## src/rtl/branch_redirect_ctrl.sv

```systemverilog
// ID-stage branch/jump resolution sequencer: stalls IF/ID until operands are
// forwardable, then holds a redirect request to fetch until it is acknowledged.
module branch_redirect_ctrl #(
  parameter int CNT_WIDTH = 16,
  parameter int MAX_WAIT  = 15
) (
  input  logic                 CLOCK_IN,
  input  logic                 RESET_IN,
  input  logic                 Flush_IN,
  input  logic                 Valid_IN,
  input  logic                 IsBranch_IN,
  input  logic                 IsJump_IN,
  input  logic                 IsJumpReg_IN,
  input  logic                 OperandsReady_IN,
  input  logic                 Taken_IN,
  input  logic [31:0]          Target_IN,
  input  logic                 RedirectAck_IN,
  output logic                 Stall_OUT,
  output logic                 Redirect_OUT,
  output logic [31:0]          RedirectPC_OUT,
  output logic                 Timeout_OUT,
  output logic [CNT_WIDTH-1:0] BranchCount_OUT,
  output logic [CNT_WIDTH-1:0] TakenCount_OUT,
  output logic [CNT_WIDTH-1:0] StallCycles_OUT
);

  localparam int WAIT_W = $clog2(MAX_WAIT + 2);
  localparam logic [WAIT_W-1:0] WAIT_SAT   = WAIT_W'(MAX_WAIT + 1);
  localparam logic [WAIT_W-1:0] WAIT_LIMIT = WAIT_W'(MAX_WAIT);

  typedef enum logic [1:0] {
    IDLE,
    WAIT_OPS,
    REDIRECT
  } stateT;

  stateT             state;
  stateT             nextState;
  logic              cti;
  logic              needOps;
  logic              resolve;
  logic              enterWait;
  logic [WAIT_W-1:0] waitCnt;
  logic [WAIT_W-1:0] waitNext;

  assign cti     = Valid_IN & (IsBranch_IN | IsJump_IN);
  assign needOps = IsBranch_IN | (IsJump_IN & IsJumpReg_IN);

  always_ff @(posedge CLOCK_IN) begin
    if (RESET_IN) begin
      state           <= IDLE;
      waitCnt         <= '0;
      Redirect_OUT    <= 1'b0;
      RedirectPC_OUT  <= '0;
      Timeout_OUT     <= 1'b0;
      BranchCount_OUT <= '0;
      TakenCount_OUT  <= '0;
      StallCycles_OUT <= '0;
    end else begin
      state        <= nextState;
      waitCnt      <= waitNext;
      Redirect_OUT <= (nextState == REDIRECT);
      if (waitNext > WAIT_LIMIT) Timeout_OUT <= 1'b1;
      if (resolve && Taken_IN) RedirectPC_OUT <= Target_IN;
      if (resolve && (BranchCount_OUT != '1))
        BranchCount_OUT <= BranchCount_OUT + 1'b1;
      if (resolve && Taken_IN && (TakenCount_OUT != '1))
        TakenCount_OUT <= TakenCount_OUT + 1'b1;
      if (Stall_OUT && (StallCycles_OUT != '1))
        StallCycles_OUT <= StallCycles_OUT + 1'b1;
    end
  end

  // CTI inputs are deliberately not decoded in REDIRECT: that slot is the delay slot.
  always_comb begin
    nextState = state;
    resolve   = 1'b0;
    enterWait = 1'b0;
    if (Flush_IN) begin
      nextState = IDLE;
    end else begin
      case (state)
        IDLE: begin
          if (cti) begin
            if (needOps && !OperandsReady_IN) begin
              enterWait = 1'b1;
              nextState = WAIT_OPS;
            end else begin
              resolve   = 1'b1;
              nextState = Taken_IN ? REDIRECT : IDLE;
            end
          end
        end
        WAIT_OPS: begin
          if (OperandsReady_IN) begin
            resolve   = 1'b1;
            nextState = Taken_IN ? REDIRECT : IDLE;
          end
        end
        REDIRECT: begin
          if (RedirectAck_IN) nextState = IDLE;
        end
        default: nextState = IDLE;
      endcase
    end
  end

  // Wait counter tracks stalled cycles of the current CTI and saturates one past the limit.
  always_comb begin
    waitNext = '0;
    if (enterWait) begin
      waitNext = WAIT_W'(1);
    end else if (!Flush_IN && (state == WAIT_OPS) && !OperandsReady_IN) begin
      waitNext = (waitCnt == WAIT_SAT) ? waitCnt : waitCnt + 1'b1;
    end
  end

  always_comb begin
    Stall_OUT = 1'b0;
    if (!RESET_IN && !Flush_IN) begin
      case (state)
        IDLE:     Stall_OUT = cti & needOps & ~OperandsReady_IN;
        WAIT_OPS: Stall_OUT = ~OperandsReady_IN;
        REDIRECT: Stall_OUT = ~RedirectAck_IN;
        default:  Stall_OUT = 1'b0;
      endcase
    end
  end

endmodule

```

## config.mk

```make
export PLATFORM = sky130hd
export DESIGN_NAME = branch_redirect_ctrl
export DESIGN_NICKNAME = d
export VERILOG_FILES = /design/src/rtl/branch_redirect_ctrl.sv
export SDC_FILE = /design/constraint.sdc
export NUM_CORES = 1
export LEC_CHECK = 0
export CORE_UTILIZATION = 45
export CTS_CLUSTER_DIAMETER = 30
export DETAILED_ROUTE_END_ITERATION = 8
export GPL_TIMING_DRIVEN = 0
export PLACE_DENSITY_LB_ADDON = 0.12
export SYNTH_ARGS = -nofsm -noshare
export SYNTH_HDL_FRONTEND = slang
export SYNTH_SLANG_ARGS = --single-unit
```

## constraint.sdc

```tcl
create_clock -name CLOCK_IN -period 2.74 [get_ports CLOCK_IN]
set_clock_uncertainty 0.05 [all_clocks]
set_input_delay 0.548 -clock CLOCK_IN [delete_from_list [all_inputs] [get_ports CLOCK_IN]]
set_output_delay 0.548 -clock CLOCK_IN [all_outputs]
set_load 0.01 [all_outputs]
```

* Yosys cells after proc, flatten, opt, wreduce, memory -nomap -nowiden
Index checks and enable logic that the tools add are counted.
** Cells by class
- Add/subtract/negate cells :: 4
- Bitwise gates (word level) :: 8
- Eq/ne operators :: 7
- Reduce and logical (&&, ||, !) cells :: 12
- Multiplexer cells :: 21
- Order comparisons :: 1
** Operators by type and width (number)
- adder 16 x 1 -> 16 bit (second input constant) :: 3
- inequality test 16 bit (second input constant) :: 3
- two-way mux 5 bit :: 3
- two-way mux 2 bit :: 6
- two-way mux 1 bit :: 9
- logical AND 1 bit :: 8
- one-hot mux 2 bit (3 select lines) :: 1
- adder 5 x 1 -> 5 bit (second input constant) :: 1
- == test 5 bit (second input constant) :: 1
- greater-than comparator 5 x 4 -> 1 bit (second input constant) :: 1
- bitwise AND 1 bit :: 4
- == test 2 bit (second input constant) :: 2
- zero test 1 bit :: 3
- one-hot mux 1 bit (3 select lines) :: 1
- == test 2 x 1 -> 1 bit (second input constant) :: 1
- zero test 2 bit :: 1
- inverter 1 bit :: 2
- bitwise OR 1 bit :: 2
- one-hot mux 1 bit (2 select lines) :: 1
** Storage, ports and cells
- Register bits after elaboration :: 89
- Output and inout port bits :: 83
- Input bits :: 42
- Logic and storage cells :: 61

* Depth between registers and ports, before layout
- Depth after elaboration :: 9
- Gate-level depth with buffers :: 8

* Worst setup path after synthesis
Ideal clock, no wire load.
- Path type :: input -> output
- Start point :: input port OperandsReady_IN
- End point :: output port Stall_OUT
- Path slack :: 0.636 ns
- Cell stages on the path :: 3
- Buffers on the path :: 0
- Data required time :: 2.142 ns
- Arrival time :: 1.506 ns
- Cell sequence :: or4b_4 o221a_2 nor2_4
** On the way
- Cells in the longest elaborated chain, start to end :: 4
** Ends and longest elaborated chain
- from (decl) :: line 14 : input logic OperandsReady_IN,
- inverter 1 bit * :: line 122, 123
- bitwise AND 1 bit :: line 122 : IDLE: Stall_OUT = cti & needOps & ~OperandsReady_IN;
- one-hot mux 1 bit (3 select lines) * :: line 121 : case (state)
- two-way mux 1 bit * :: line 120 : if (!RESET_IN && !Flush_IN) begin
- to (decl) :: line 18 : output logic Stall_OUT,
Every way passes the cells marked *; elsewhere a longest branch is shown, timed or not.

* Final worst setup path
- Start point :: input port Valid_IN
- End point :: output port Stall_OUT
** On the way
- Cells in the longest elaborated chain, start to end :: 5
** Ends and longest elaborated chain
- from (decl) :: line 10 : input logic Valid_IN,
- bitwise AND 1 bit :: line 46 : assign cti = Valid_IN & (IsBranch_IN | IsJump_IN);
- bitwise AND 1 bit (2 in series) :: line 122
- one-hot mux 1 bit (3 select lines) :: line 121
- two-way mux 1 bit :: line 120
Every way passes these cells.

==> results.py <==
metrics = {
    "outcome": {
        "outcome": "finished, final reports clean",
    },
    "drt": {
        "avgViaCountPerCell": 5.388,
        "dr.pass1.iters": 4,
        "routedWlPerCell_um": 14.29,
        "drc": 0,
        "ant_nets": 0,
        "drt_wl_total_mm": 10.42,
        "drt_iter0_drc": 184,
        "dr_total_vias": 3928,
    },
    "yosys": {
        "syn-num-nets": 529,
        "synthesis.area_um2": 3988,
        "ys_seq_area_share_pct": 44.68,
        "async_reset_ff_share_pct": 0,
        "syn-instance-count": 482,
        "ys_ff_latch": 89,
        "ys.flop_type": "dfxtp_1",
        "synth_cell_types": 50,
        "ys_warn_count": 0,
        "syn_area_per_cell_um2": 8.273,
        "synth-edff-count": 0,
    },
    "setup_path": {
        "crit_required_ns": 2.14,
        "cpPeakStageDelay_ns": 0.49,
        "worst-path-max-fanout": 3,
        "crit_slowest_cell": "clkdlybuf4s50_1",
        "crit_chain": "clkdlybuf4s50_1, or4b_4, o221a_4, nor2_4, buf_2",
        "r2r_start": "BranchCount_OUT[0]$_SDFFE_PP0P_",
        "cp-start-kind": "primary input",
        "cp-end-kind": "output pin",
        "crit_start": "Valid_IN",
        "cp.arrival_ns": 2.02,
        "crit_type": "primary input to output pin",
        "timing.rr.end": "BranchCount_OUT[9]$_SDFFE_PP0P_",
        "r2r_slack_ns": 0.32,
        "r2r_cells": 6,
    },
    "die": {
        "dieArea_um2": 9242,
        "rows": 33,
        "die_h_um": 96.14,
        "die_x_um": 96.14,
        "initial_core_util_pct": 47.57,
        "ioPinCount": 125,
        "coreArea_um2": 8382,
    },
    "place": {
        "portBuffers": 124,
        "place_ws_ns": -0.5101,
        "gp_congestion": 0.8744,
        "hpwlAfterDp_mm": 7.646,
    },
    "timing": {
        "min_period_ns": 2.614,
        "final_hold_viol_count": 0,
        "max-slew-margin-rel_pct": 37.08,
        "worstMarginPinSlew_ns": 0.9352,
        "slew_violations": 0,
        "setup_slack_ns": 0.1256,
        "min_period_over_period_pct": 95.42,
        "rsz0062_at_grt": "no",
        "fmax_ghz": 0.3825,
        "setup_viol": 0,
    },
    "clock_network": {
        "numCtsBuffers": 9,
        "hold_buffers": 0,
        "clock_latency_ns": 0.36,
        "tritoncts": "built",
        "cts.clk_slew.worst_paths_ns": 0.09,
        "htreeDepth": 3,
        "cts_buffer_depth": 2,
        "root_buffer": "clkbuf_8",
        "clock_sinks": 89,
    },
    "flow_run": {
        "drv_cap": 0,
    },
    "grt": {
        "grt_pass1_vias": 3598,
        "antenna_found_initial": 0,
        "grt_max_degree": 17,
        "grt_overflow": 0,
        "grt_pass1_wl_mm": 16.52,
        "grt_usage_pct": 22.97,
    },
    "pwr": {
        "swShare_pct": 23.64,
        "power_frac_seq_pct": 51.9,
        "powerDensity_nw_per_um2": 453.1,
        "combPwrFrac_pct": 8.1,
        "p_leak_nw": 1.855,
        "p_int_w": 0.001938,
        "ir_drop_uv": 266.2,
        "p_clk_share_pct": 40.0,
        "p_sw_w": 0.0006001,
    },
    "worst_hold_path": {
        "hold-path-cell-count": 2,
        "hold_path.class": "flop to flop",
        "hp-start": "RedirectPC_OUT[22]$_SDFFE_PP0P_",
        "hold_end": "RedirectPC_OUT[22]$_SDFFE_PP0P_",
    },
    "finish": {
        "drive_gt1_share_pct": 6.090,
        "area_growth_pct": 40.48,
        "diodes": 0,
        "multi_input_area_um2": 2071,
        "final_nets": 666,
        "final_common_cell": "clkdlybuf4s50_1",
        "fillers": 748,
        "final_util_pct": 66.83,
        "seqCellArea_um2": 1782,
        "final_cell_mix": "122 x clkdlybuf4s50_1, 89 x dfxtp_1, 88 x nand2_1, 47 x a21oi_1, 44 x nor2_1",
    },
}
[per-layer routing]
| metal | part of all wire, % | GRT usage, % | vias to the layer above |
|---|---|---|---|
| met5 | 0 | 0 | - |
| met4 | 0.90 | 8.209 | 0 |
| met3 | 5.7 | 3.870 | 6 |
| met2 | 49 | 39.54 | 113 |
| met1 | 44 | 28.72 | 1839 |
| li1 | - | - | 1970 |
[through the flow]
| stage | cells | total power [W] | setup TNS, ns | hold slack (ns) | cell area (um2) |
|---|---|---|---|---|---|
| after global placement | 711 | 0.001547 | -0.5068 | 0.3892 | 5360 |
| after floorplan | 482 | 0.001434 | 0 | 0.4305 | 3988 |
| final | 729 | 0.002538 | 0 | 0.4076 | 5602 |
| after detailed placement | 711 | 0.001551 | -1.960 | 0.3949 | 5360 |
| after CTS | 729 | 0.002556 | 0 | 0.4107 | 5608 |
| after global routing | 729 | 0.002634 | 0 | 0.4228 | 5602 |
[state kept, by name (all words and copies together) (netlist names)]
name	cells
RedirectPC_OUT	32
BranchCount_OUT	16
StallCycles_OUT	16
TakenCount_OUT	16
waitCnt	5
state	2
Redirect_OUT	1
Timeout_OUT	1
[power by group through the flow]
stage	logic, W	clock network, W	registers, W
global route	0.000223	0.00109	0.00132
CTS	0.000207	0.00103	0.00132
floorplan	0.0000804	0	0.00135
global placement	0.000200	0	0.00135
detailed placement	0.000203	0	0.00135
finish	0.000205	0.00102	0.00132
[repair_timing]
| action | CTS | global route |
|---|---|---|
| pin swaps | 2 | 0 |
| buffers inserted | 2 | 0 |
| setup endpoints to repair | 1 | 1 |
| gates resized for setup | 5 | 1 |
[cells in the mapped netlist, types with 4 or more instances]
cell type	n	area [um2]
xnor2_1	13	113.9
o31ai_1	4	30.03
buf_2	4	20.02
and3_1	7	43.79
clkbuf_1	18	67.56
nor4_1	11	68.82
nand4_1	27	168.9
a21oi_1	47	235.2
xor2_1	16	140.1
o21ai_0	4	20.02
nand2_1	88	330.3
or4_1	9	67.56
dfxtp_1	89	1782
inv_1	12	45.04
nor2_1	44	165.2
ha_1	5	62.56
nand3_1	20	100.1
nor3_1	12	60.06
or3_1	4	25.02
[worst max path at each step]
stage	end	slack, ns	cells past startpoint
global route	BranchCount_OUT[9]$_SDFFE_PP0P_	0.08	6
global placement	Stall_OUT	-0.51	5
finish	Stall_OUT	0.13	5
CTS	Stall_OUT	0.02	5
floorplan	Stall_OUT	0.64	3
detailed placement	Stall_OUT	-0.51	5
[worst max-delay path: cells and delay by family]
kind	cells	cell delay, ns
AO/OA/AOI/OAI	1	0.26
buffers and inverters	2	0.63
AND/OR/NAND/NOR	2	0.58
[area by class of cell]
class / count / area share [%]
flip-flops and latches: 89 / 31.81
repair buffers: 126 / 22.31
multi-input cells: 358 / 36.97
inverters: 12 / 0.8041
clock inverters: 7 / 1.787
plain buffers: 23 / 1.765
clock buffers: 9 / 2.211
well taps: 105 / 2.345
[cells by family after synthesis]
group | after synthesis | synth area share, %
muxes | 4 | 1.067
xor gates and xnor gates | 29 | 6.370
AOI/OAI and AO/OA | 73 | 11.45
adders and majority gates | 5 | 1.569
buffers and inverters | 35 | 3.608
and+or+nand+nor | 247 | 31.25
DFF | 89 | 44.68
Note: power is estimated with default switching activity, not from simulation.
==> RTL edit (same settings) <==
Re-encode `stateT` (3 states) as one-hot, 3 bits wide.
--- a/src/rtl/branch_redirect_ctrl.sv
+++ b/src/rtl/branch_redirect_ctrl.sv
@@ -30,6 +30,6 @@
 
-  typedef enum logic [1:0] {
-    IDLE,
-    WAIT_OPS,
-    REDIRECT
+  typedef enum logic [2:0] {
+    IDLE     = 3'b001,
+    WAIT_OPS = 3'b010,
+    REDIRECT = 3'b100
   } stateT;
Behaviour: same outputs for any inputs over 10 cycles, from zero or initial values and one cycle with RESET_IN high; not proved beyond that.
==> RTL edit against the unedited design <==
- area after synthesis is 6.8% higher
- critical endpoint unchanged
- power is 1.6% lower
- die area is 6.6% higher
- synthesized cell count is 1.9% higher
- final cell count is 1.8% higher
- count of clock-buffer cells in the layout is 1 higher
- worst hold slack worse by 0.0015 ns
- worst setup slack worse by 0.040 ns
- wire length is 8.5% higher
- sequential share of layout area is 1.0 points lower
- highest routed layer unchanged
- sequential cell count is 1 higher
- cell area is 4.5% higher
==> RTL edit: results (changes against the unedited design) <==
- Min Hold Slack: 0.406 ns (-0.00154 ns)
- Row cnt: 35 (+6.1%)
- Number of global-route vias before repair: 3830 (+6.4%)
- Mux cell area share after synthesis: 4.11% (+3.0 points)
- Register area: 0.00180 mm^2 (+1.1%)
- M1 WL: 5.16 mm (+12%)
- Net Count, Synth: 538 (+1.7%)
- Post-Synth Adder-Cell Area: 1.47% (-0.10 points)
- Post-Synth XOR/XNOR Area: 3.29% (-3.1 points)
- Sequential share of the synthesized area: 42.3% (-2.4 points)
- CP peak stage delay: 0.42 ns (-0.07 ns)
- Worst-Margin Slew: 0.711 ns (-0.225 ns)
- Resize count post-CTS: 6 (+1)
- FF-to-FF setup slack: 0.38 ns (+0.06 ns)
- Setup Buffers After CTS: 1 (-1)
- HP Start: RedirectPC_OUT[31]$_SDFFE_PP0P_
- Number of port buffers: 123 (-0.81%)
- Clock-net power: 958 uW (-6%)
- WL met2: 5.39 mm (+5.3%)
- Static Leak: 1.94 nW (+4.8%)
- Fill cells: 817 (+9.2%)
- Detail Placement HPWL: 8.20 mm (+7.2%)
- Bufs w/o clock: 148 (-0.67%)
- Top post-synthesis cells by count: dfxtp_1 (90), nand2_1 (80), a21oi_1 (54)
- Routability Congestion: 0.892 (+2.0%)
- Run status: finished clean
RTL edit: cell types whose count changed after synthesis, moves of 5 or more:
| cell | delta |
|---|---|
| nand4_1 | -18 |
| nor4_1 | -9 |
| nor2b_1 | +8 |
| nor3_1 | -9 |
| xor2_1 | -13 |
| clkbuf_1 | -6 |
| nand2_1 | -8 |
| a21oi_1 | +7 |
| o21ai_0 | +5 |
| mux2_2 | +8 |
| a2111oi_2 | +6 |
RTL edit: worst max-delay path by stage:
stage / start / end / slack [ns] / depth (start not counted)
3_3_place_gp: Flush_IN / Stall_OUT / -0.52 / 6
6_report: IsJump_IN / Stall_OUT / 0.09 / 7
4_1_cts: IsJump_IN / Stall_OUT / 0.05 / 7
3_5_place_dp: Flush_IN / Stall_OUT / -0.56 / 6
2_1_floorplan: RESET_IN / StallCycles_OUT[11]$_SDFFE_PP0P_ / 0.51 / 7
5_1_grt: IsJump_IN / Stall_OUT / 0.02 / 7
